<file path="src/rtl/bullet_pool.sv">
`timescale 1ns/1ps
`default_nettype none
// +--------------------------------------------------------------------+
// | Module  : bullet_pool                                              |
// | Purpose : multi-slot projectile pool with fire edge detect,        |
// |           cooldown, ammo supply and per-slot hit handling          |
// | Revision: 1.0                                                      |
// +--------------------------------------------------------------------+
module bullet_pool #(
   parameter int NUM_BULLETS = 4,
   parameter int RATE_DIV    = 500000,
   parameter int COOLDOWN    = 2000000,
   parameter int AMMO_MAX    = 15,
   parameter int COUNT_W     = 28
) (
   input  logic                     clk,
   input  logic                     resetn,
   input  logic                     play,
   input  logic                     load_level,
   input  logic                     fire,
   input  logic [7:0]               playerX,
   input  logic [6:0]               playerY,
   input  logic [NUM_BULLETS-1:0]   hit,
   output logic [NUM_BULLETS-1:0]   active,
   output logic [8*NUM_BULLETS-1:0] bulletX,
   output logic [7*NUM_BULLETS-1:0] bulletY,
   output logic                     move,
   output logic [7:0]               ammo,
   output logic [7:0]               hit_count
);

   localparam logic [COUNT_W-1:0] c_rate_div = COUNT_W'(RATE_DIV);
   localparam logic [COUNT_W-1:0] c_cooldown = COUNT_W'(COOLDOWN);
   localparam logic [7:0]         c_ammo_max = 8'(AMMO_MAX);

   logic                   w_rst;
   logic                   w_launch_req;
   logic                   w_launch;
   logic [7:0]             w_park_x;
   logic [6:0]             w_park_y;
   logic [NUM_BULLETS-1:0] w_active;
   logic [NUM_BULLETS-1:0] w_free_sel;
   logic [NUM_BULLETS-1:0] w_hit_ok;
   logic [NUM_BULLETS-1:0] w_step_dec;
   logic [3:0]             w_hits_n;
   logic [8:0]             w_hit_sum;

   logic                   r_fire_q;
   logic [COUNT_W-1:0]     r_cooldown;
   logic [7:0]             r_ammo;
   logic [7:0]             r_hit_count;
   logic                   r_move;

   assign w_rst        = ~resetn | load_level;
   assign w_launch_req = fire & ~r_fire_q;
   assign w_park_x     = playerX + 8'd1;
   assign w_park_y     = playerY + 7'd1;
   assign w_hit_ok     = hit & w_active;

   // Lowest-index free slot wins; scanning downward lets the lowest overwrite.
   always_comb begin
      w_free_sel = '0;
      for (int i = NUM_BULLETS - 1; i >= 0; i--) begin
         if (!w_active[i]) begin
            w_free_sel    = '0;
            w_free_sel[i] = 1'b1;
         end
      end
   end

   assign w_launch = w_launch_req & play & (r_cooldown == '0) &
                     (r_ammo != 8'd0) & (|w_free_sel);

   always_comb begin
      w_hits_n = '0;
      for (int i = 0; i < NUM_BULLETS; i++) begin
         w_hits_n = w_hits_n + 4'(w_hit_ok[i]);
      end
   end

   assign w_hit_sum = {1'b0, r_hit_count} + 9'(w_hits_n);

   genvar g;
   generate
      for (g = 0; g < NUM_BULLETS; g++) begin : g_slot
         logic               r_act;
         logic [COUNT_W-1:0] r_cnt;
         logic [7:0]         r_x;
         logic [6:0]         r_y;
         logic               w_tick;

         // A hit outranks the step tick landing on the same cycle.
         assign w_tick        = r_act & play & ~w_hit_ok[g] & (r_cnt == c_rate_div);
         assign w_step_dec[g] = w_tick & (r_y != 7'd0);
         assign w_active[g]   = r_act;

         always_ff @(posedge clk) begin
            if (w_rst) begin
               r_act <= 1'b0;
               r_cnt <= '0;
               r_x   <= '0;
               r_y   <= '0;
            end else if (r_act) begin
               if (w_hit_ok[g]) begin
                  r_act <= 1'b0;
                  r_cnt <= '0;
               end else if (play) begin
                  if (r_cnt != c_rate_div) begin
                     r_cnt <= r_cnt + COUNT_W'(1);
                  end else begin
                     r_cnt <= '0;
                     if (r_y == 7'd0) begin
                        r_act <= 1'b0;
                     end else begin
                        r_y <= r_y - 7'd1;
                     end
                  end
               end
            end else if (w_launch && w_free_sel[g]) begin
               r_act <= 1'b1;
               r_cnt <= '0;
               r_x   <= w_park_x;
               r_y   <= playerY;
            end else begin
               r_x <= w_park_x;
               r_y <= w_park_y;
            end
         end

         assign bulletX[8*g +: 8] = r_x;
         assign bulletY[7*g +: 7] = r_y;
      end
   endgenerate

   always_ff @(posedge clk) begin
      if (w_rst) begin
         r_fire_q    <= 1'b0;
         r_cooldown  <= '0;
         r_ammo      <= c_ammo_max;
         r_hit_count <= '0;
         r_move      <= 1'b0;
      end else begin
         r_fire_q <= fire;
         r_move   <= |w_step_dec;
         if (w_launch) begin
            r_ammo     <= r_ammo - 8'd1;
            r_cooldown <= c_cooldown;
         end else if (play && (r_cooldown != '0)) begin
            r_cooldown <= r_cooldown - COUNT_W'(1);
         end
         r_hit_count <= w_hit_sum[8] ? 8'hFF : w_hit_sum[7:0];
      end
   end

   assign active    = w_active;
   assign move      = r_move;
   assign ammo      = r_ammo;
   assign hit_count = r_hit_count;

endmodule
`default_nettype wire

</file>
<file path="config.mk">
export PLATFORM = sky130hd
export DESIGN_NAME = bullet_pool
export DESIGN_NICKNAME = d
export VERILOG_FILES = /design/src/rtl/bullet_pool.sv
export SDC_FILE = /design/constraint.sdc
export NUM_CORES = 1
export LEC_CHECK = 0
export BUFFER_PORTS_ARGS = -buffer_cell sky130_fd_sc_hd__buf_2
export CORE_MARGIN = 1.5
export CORE_UTILIZATION = 30
export CTS_CLUSTER_SIZE = 24
export DETAILED_ROUTE_END_ITERATION = 8
export SLEW_MARGIN = 30
export SYNTH_ARGS = -nofsm -noshare
export SYNTH_HDL_FRONTEND = slang
export SYNTH_SLANG_ARGS = --single-unit
</file>
<file path="constraint.sdc">
create_clock -name clk -period 4.7 [get_ports clk]
set_clock_uncertainty 0.1 [all_clocks]
set_input_delay 1.41 -clock clk [delete_from_list [all_inputs] [get_ports clk]]
set_output_delay 1.41 -clock clk [all_outputs]
set_load 0.02 [all_outputs]
</file>
---- Word level (Yosys, flattened, before mapping) ----
Index checks and enable logic that the tools add are counted.
storage, ports and cells
  bits of input ports ..................... 24
  register bits after elaboration ......... 222
operators by class
  muxes and demuxes ....................... 75
  reductions and logical operators ........ 32
  bitwise gates (word level) .............. 29
  equal/unequal tests ..................... 28
  add/sub/neg operators ................... 16
operator list
  operator                                                               number
  28-bit two-way mux                                                     20
  7-bit two-way mux                                                      24
  28-bit by 1-bit adder with 28-bit output (second input constant)       4
  28-bit by 19-bit == test with 1-bit output (second input constant)     4
  28-bit by 19-bit != test with 1-bit output (second input constant)     4
  21-bit two-way mux                                                     2
  2-bit != test (second input constant)                                  16
  28-bit zero test                                                       1
  7-bit zero test                                                        4
  28-bit nonzero test                                                    1
  7-bit nonzero test                                                     4
  28-bit by 1-bit subtractor with 28-bit output (second input constant)  1
  7-bit by 1-bit subtractor with 7-bit output (second input constant)    4
  1-bit two-way mux                                                      24
  1-bit AND                                                              21
  4-bit two-way mux                                                      4
  4-bit AND reduction                                                    4
  3-bit != test (second input constant)                                  4
  2-bit nonzero test                                                     5
  8-bit by 4-bit adder with 9-bit output                                 1
  8-bit by 1-bit adder with 8-bit output (second input constant)         1
  8-bit two-way mux                                                      1
  2-bit AND reduction                                                    4
  8-bit nonzero test                                                     1
  other kinds (11)                                                       21

---- Logic depth before layout (Yosys ltp) ----
  depth in word-level cells ............... 9
  mapped depth ............................ 12

---- Worst setup path after synthesis ----
Ideal clock, no wire load.
  path type ............................... input -> register
  start ................................... input hit[2]
  end ..................................... register r_hit_count[0] (netlist: hit_count[0])
  arrival ................................. 3.553 ns
  required time ........................... 4.528 ns
  setup slack ............................. 0.976 ns
  stages .................................. 11
  cell sequence ........................... clkbuf_1 > and2_1 > fa_1 > inv_1 > fa_1 > inv_1 > fa_1 > nand2_1 > nor2_1 > nand4_1 > a21oi_1
on the way
  cells in the longest elaborated chain, start to end .. 5
RTL lines
  item                                    line  text
  start, declared                         23    input logic [NUM_BULLETS-1:0] hit,
  4-bit AND                               58    assign w_hit_ok = hit & w_active;
  2-bit by 1-bit adder with 3-bit output  77    w_hits_n = w_hits_n + 4'(w_hit_ok[i]);
  3-bit by 1-bit adder with 4-bit output  77
  8-bit by 4-bit adder with 9-bit output  81    assign w_hit_sum = {1'b0, r_hit_count} + 9'(w_hits_n);
  8-bit two-way mux                       151   r_hit_count <= w_hit_sum[8] ? 8'hFF : w_hit_sum[7:0];
  end signal, assigned                    151
  end, declared                           51    logic [7:0] r_hit_count;
No other way between the ends.
A chain may end at the register's enable or synchronous reset.

---- Final worst setup path ----
  start ................................... input play
  end ..................................... register g_slot[1].r_cnt[20]
on the way
  cells in the longest elaborated chain, start to end .. 7
RTL lines
  item                                      line  text
  start, declared                           18    input logic play,
  1-bit AND (3 in series)                   71    assign w_launch = w_launch_req & play & (r_cooldown == '0) &
  1-bit AND                                 72    (r_ammo != 8'd0) & (|w_free_sel);
  1-bit logical AND                         119   end else if (w_launch && w_free_sel[g]) begin
  2-bit nonzero test (no source line)       --
  2-bit AND reduction (no source line) (*)  --
  end signal, assigned                      109   r_cnt <= r_cnt + COUNT_W'(1);
  end, declared                             87    logic [COUNT_W-1:0] r_cnt;
Every way passes the cells marked *; elsewhere a longest branch is shown, timed or not.

==> results.yml <==
run_status:
  status: "complete, no violations"
yosys:
  synth_common_cells: "222 x dfxtp_1, 214 x nor2_1, 109 x a21oi_1"
  synthCells: 1488
  yosysUniqueCellTypes: 72
  async_reset_ff_frac: 0
  ys_warn_count: 0
  ys_ff_latch: 222
  synth_area_sq_um: 12100
  synth_nets: 1537
  synth_edf_count: 0
  ys.flop_type: "dfxtp_1"
  synth_top_area_frac: 0.368
  synth_seq_area_share: 0.368
  synth.avg_cell_area_sq_um: 8.12
  synth.area.top_cells: "dfxtp_1 37%, xnor2_1 6.8%, nor2_1 6.6%, a21oi_1 4.5%, xor2_1 3.2%"
  yosys.area.top_type: "dfxtp_1"
  yosysMostFrequentCell: "dfxtp_1"
clocking:
  clk_pin_slew_ps: 60
  cts.repair.resized: 0
  cts_buffer_depth: 3
  insertion_delay_ps: 550
  cts_tree: "built"
  htreeDepth: 1
  cts_num_sinks: 222
  post_cts_buffers: 0
  clockRootBuffer: "clkbuf_16"
  holdBufCountCts: 0
  numCtsBuffers: 26
drt:
  viasPerCell: 5.30
  dr_total_vias: 11200
  totalWireLength_um: 34800
  first_pass_iters: 7
  drc_errors: 0
  routedWlPerCell_um: 16.5
  antenna_left: 0
  drt_iter0_markers: 784
pwr:
  p_int_mw: 3.86
  p_per_area_nw_per_um2: 411
  netSwitchingPower_mw: 1.93
  p_leak_nw: 4.86
  comb_power_share: 0.264
  switching_share: 0.333
  seq_power_share: 0.360
  ir_drop_uv: 293
  clkPwrFrac: 0.376
  finalPower_mw: 5.79
setup_path:
  critical_path_required_ps: 5050
  arrival_ps: 3920
  path_class: "input port to register"
  crit_chain: "buf_2 > and3b_1 > o211ai_1 > or4_2 > a2111oi_1 > xnor2_1 > nor2_1"
  cp_slowest_cell: "or4_2"
  path_max_fanout: 21
  r2r_start: "r_cooldown[21]$_SDFFE_PP0P_"
  timing.reg2reg.setup_slack_ps: 1230
  critPathCaptureType: "register"
  reg2reg_to: "g_slot[1].r_cnt[20]$_SDFFE_PP0P_"
  worst_r2r_path_depth: 6
  critPathMaxStageDelay_ps: 940
  cp-start-kind: "input port"
sta:
  tns_ps: 0
  finalHoldWorstSlack_ps: 388
  post-route-period-util: 0.760
  setup_viol: 0
  hold_viol_final: 0
  max_freq_mhz: 280
  min_period_ps: 3570
  rsz0062_at_grt: "false"
  drv_slew: 0
  relSlewSlack: 0.435
  tightest_slew_ps: 839
worst_hold_path:
  min_from: "g_slot[0].r_cnt[18]$_SDFFE_PP0P_"
  min_to: "g_slot[0].r_cnt[18]$_SDFFE_PP0P_"
  min_path_cells: 2
  hold_path_class: "register to register"
global_routing:
  grt-ovfl-total: 0
  grt_usage: 0.165
  grt_first_pass_wirelength_um: 55600
  grt_max_degree: 84
  grt_pass1_vias: 10400
  antenna_found_initial: 6
die:
  rows: 73
  ios: 105
  coreArea_sq_um: 39700
  die-area_sq_um: 41500
  initial_core_util: 0.304
  die_y_um: 204
  die_x_um: 204
final_layout:
  drive_gt1_frac: 0.132
  fillerInstances: 4133
  final_nets: 1613
  syn_to_final_growth_pct: 16.5
  utilization: 0.354
place:
  dpl.hpwl_um: 25000
  io_buffer_count: 104
  gp_congestion: 0.864
run:
  maxCapViolCount: 0
per-layer routing:
metal | vias to the layer above | part of all wire | GRT usage
li1 | 5535 | - | -
met1 | 5252 | 0.46 | 0.221
met2 | 312 | 0.44 | 0.256
met3 | 61 | 0.074 | 0.0446
met4 | 10 | 0.028 | 0.0556
met5 | - | 0.0022 | 0
final cells by class:
type / count / area [sq um] / area share
diodes: 1 / 2.50 / 0.000178
clock buffers: 35 / 746 / 0.0530
inverters: 49 / 184 / 0.0131
well taps: 525 / 657 / 0.0467
repair buffers: 130 / 719 / 0.0511
flip-flops and latches: 222 / 4450 / 0.316
clock inverters: 12 / 178 / 0.0126
multi-input cells: 1135 / 7150 / 0.508
critical path: cells and delay by family:
kind	cells	cell delay, ps
AO/OA/AOI/OAI	2	690
AND/OR/NAND/NOR	3	1280
XOR/XNOR	1	170
buffers and inverters	1	350
registers in the layout (all words and copies together), names as in the netlist:
signal / count
g_slot.r_act: 4
move: 1
hit_count: 8
ammo: 8
g_slot.r_x: 32
g_slot.r_cnt: 112
r_fire_q: 1
g_slot.r_y: 28
r_cooldown: 28
power by group through the flow:
stage	clock, mW	combinational [mW]	sequential [mW]
floorplan	0	1.11	2.14
global placement	0	1.48	2.12
detailed placement	0	1.50	2.12
CTS	2.23	1.51	2.08
global route	2.30	1.68	2.10
finish	2.18	1.53	2.08
cells by family (layout without fill, tap and decap cells):
| group | after synthesis | count (layout) | share of synthesized area |
|---|---|---|---|
| muxes | 26 | 26 | 0.0222 |
| DFF | 222 | 222 | 0.368 |
| AOI/OAI and AO/OA | 269 | 269 | 0.143 |
| and+or+nand+nor | 677 | 677 | 0.296 |
| other | 0 | 1 | 0 |
| xor gates and xnor gates | 138 | 138 | 0.100 |
| buffers and inverters | 131 | 226 | 0.0428 |
| adders and majority gates | 25 | 25 | 0.0277 |
worst max path at each step:
stage | from | slack (ps) | endpoint | depth (start not counted)
3_3_place_gp | play | 560 | g_slot[1].r_cnt[20]$_SDFFE_PP0P_ | 7
5_1_grt | play | 970 | r_cooldown[21]$_SDFFE_PP0P_ | 7
4_1_cts | play | 1110 | g_slot[1].r_cnt[20]$_SDFFE_PP0P_ | 7
6_report | play | 1130 | g_slot[1].r_cnt[20]$_SDFFE_PP0P_ | 7
3_5_place_dp | play | 540 | g_slot[1].r_cnt[20]$_SDFFE_PP0P_ | 7
2_1_floorplan | hit[2] | 980 | hit_count[0]$_SDFF_PP0_ | 11
through the flow:
stage,worst slack [ps],std cells,area (sq um)
2_1_floorplan,976,1488,12100
3_3_place_gp,563,2061,13100
3_5_place_dp,540,2061,13100
4_1_cts,1110,2108,14100
5_1_grt,972,2109,14100
6_report,1130,2109,14100
layout by cell type (no fill, tap or decap), types with 5 or more instances in the layout:
cell type / Yosys / layout
a2111oi_2: 5 / 5
a211o_1: 5 / 5
a211oi_1: 25 / 25
a21oi_1: 109 / 109
a31oi_1: 6 / 5
and2_1: 10 / 10
and3_1: 18 / 18
and4_1: 21 / 21
buf_2: 2 / 104
buf_4: 4 / 25
clkbuf_16: 0 / 27
dfxtp_1: 222 / 221
ha_1: 22 / 22
inv_1: 48 / 48
mux2_2: 6 / 6
mux2i_1: 20 / 20
nand2_1: 82 / 82
nand3_1: 59 / 59
nand3b_1: 7 / 7
nand4_1: 44 / 44
nor2_1: 214 / 214
nor2b_1: 7 / 6
nor3_1: 56 / 56
nor3b_1: 5 / 5
nor4_1: 48 / 48
nor4b_1: 20 / 19
nor4bb_1: 5 / 5
o2111ai_1: 11 / 11
o211ai_1: 8 / 8
o21a_1: 6 / 6
o21ai_0: 45 / 44
o21ai_1: 5 / 6
o22ai_1: 6 / 6
o31ai_1: 8 / 8
or2_2: 7 / 7
or3_1: 37 / 37
or4_1: 18 / 17
xnor2_1: 94 / 94
xor2_1: 44 / 44
Note: power is estimated with default switching activity, not from simulation.
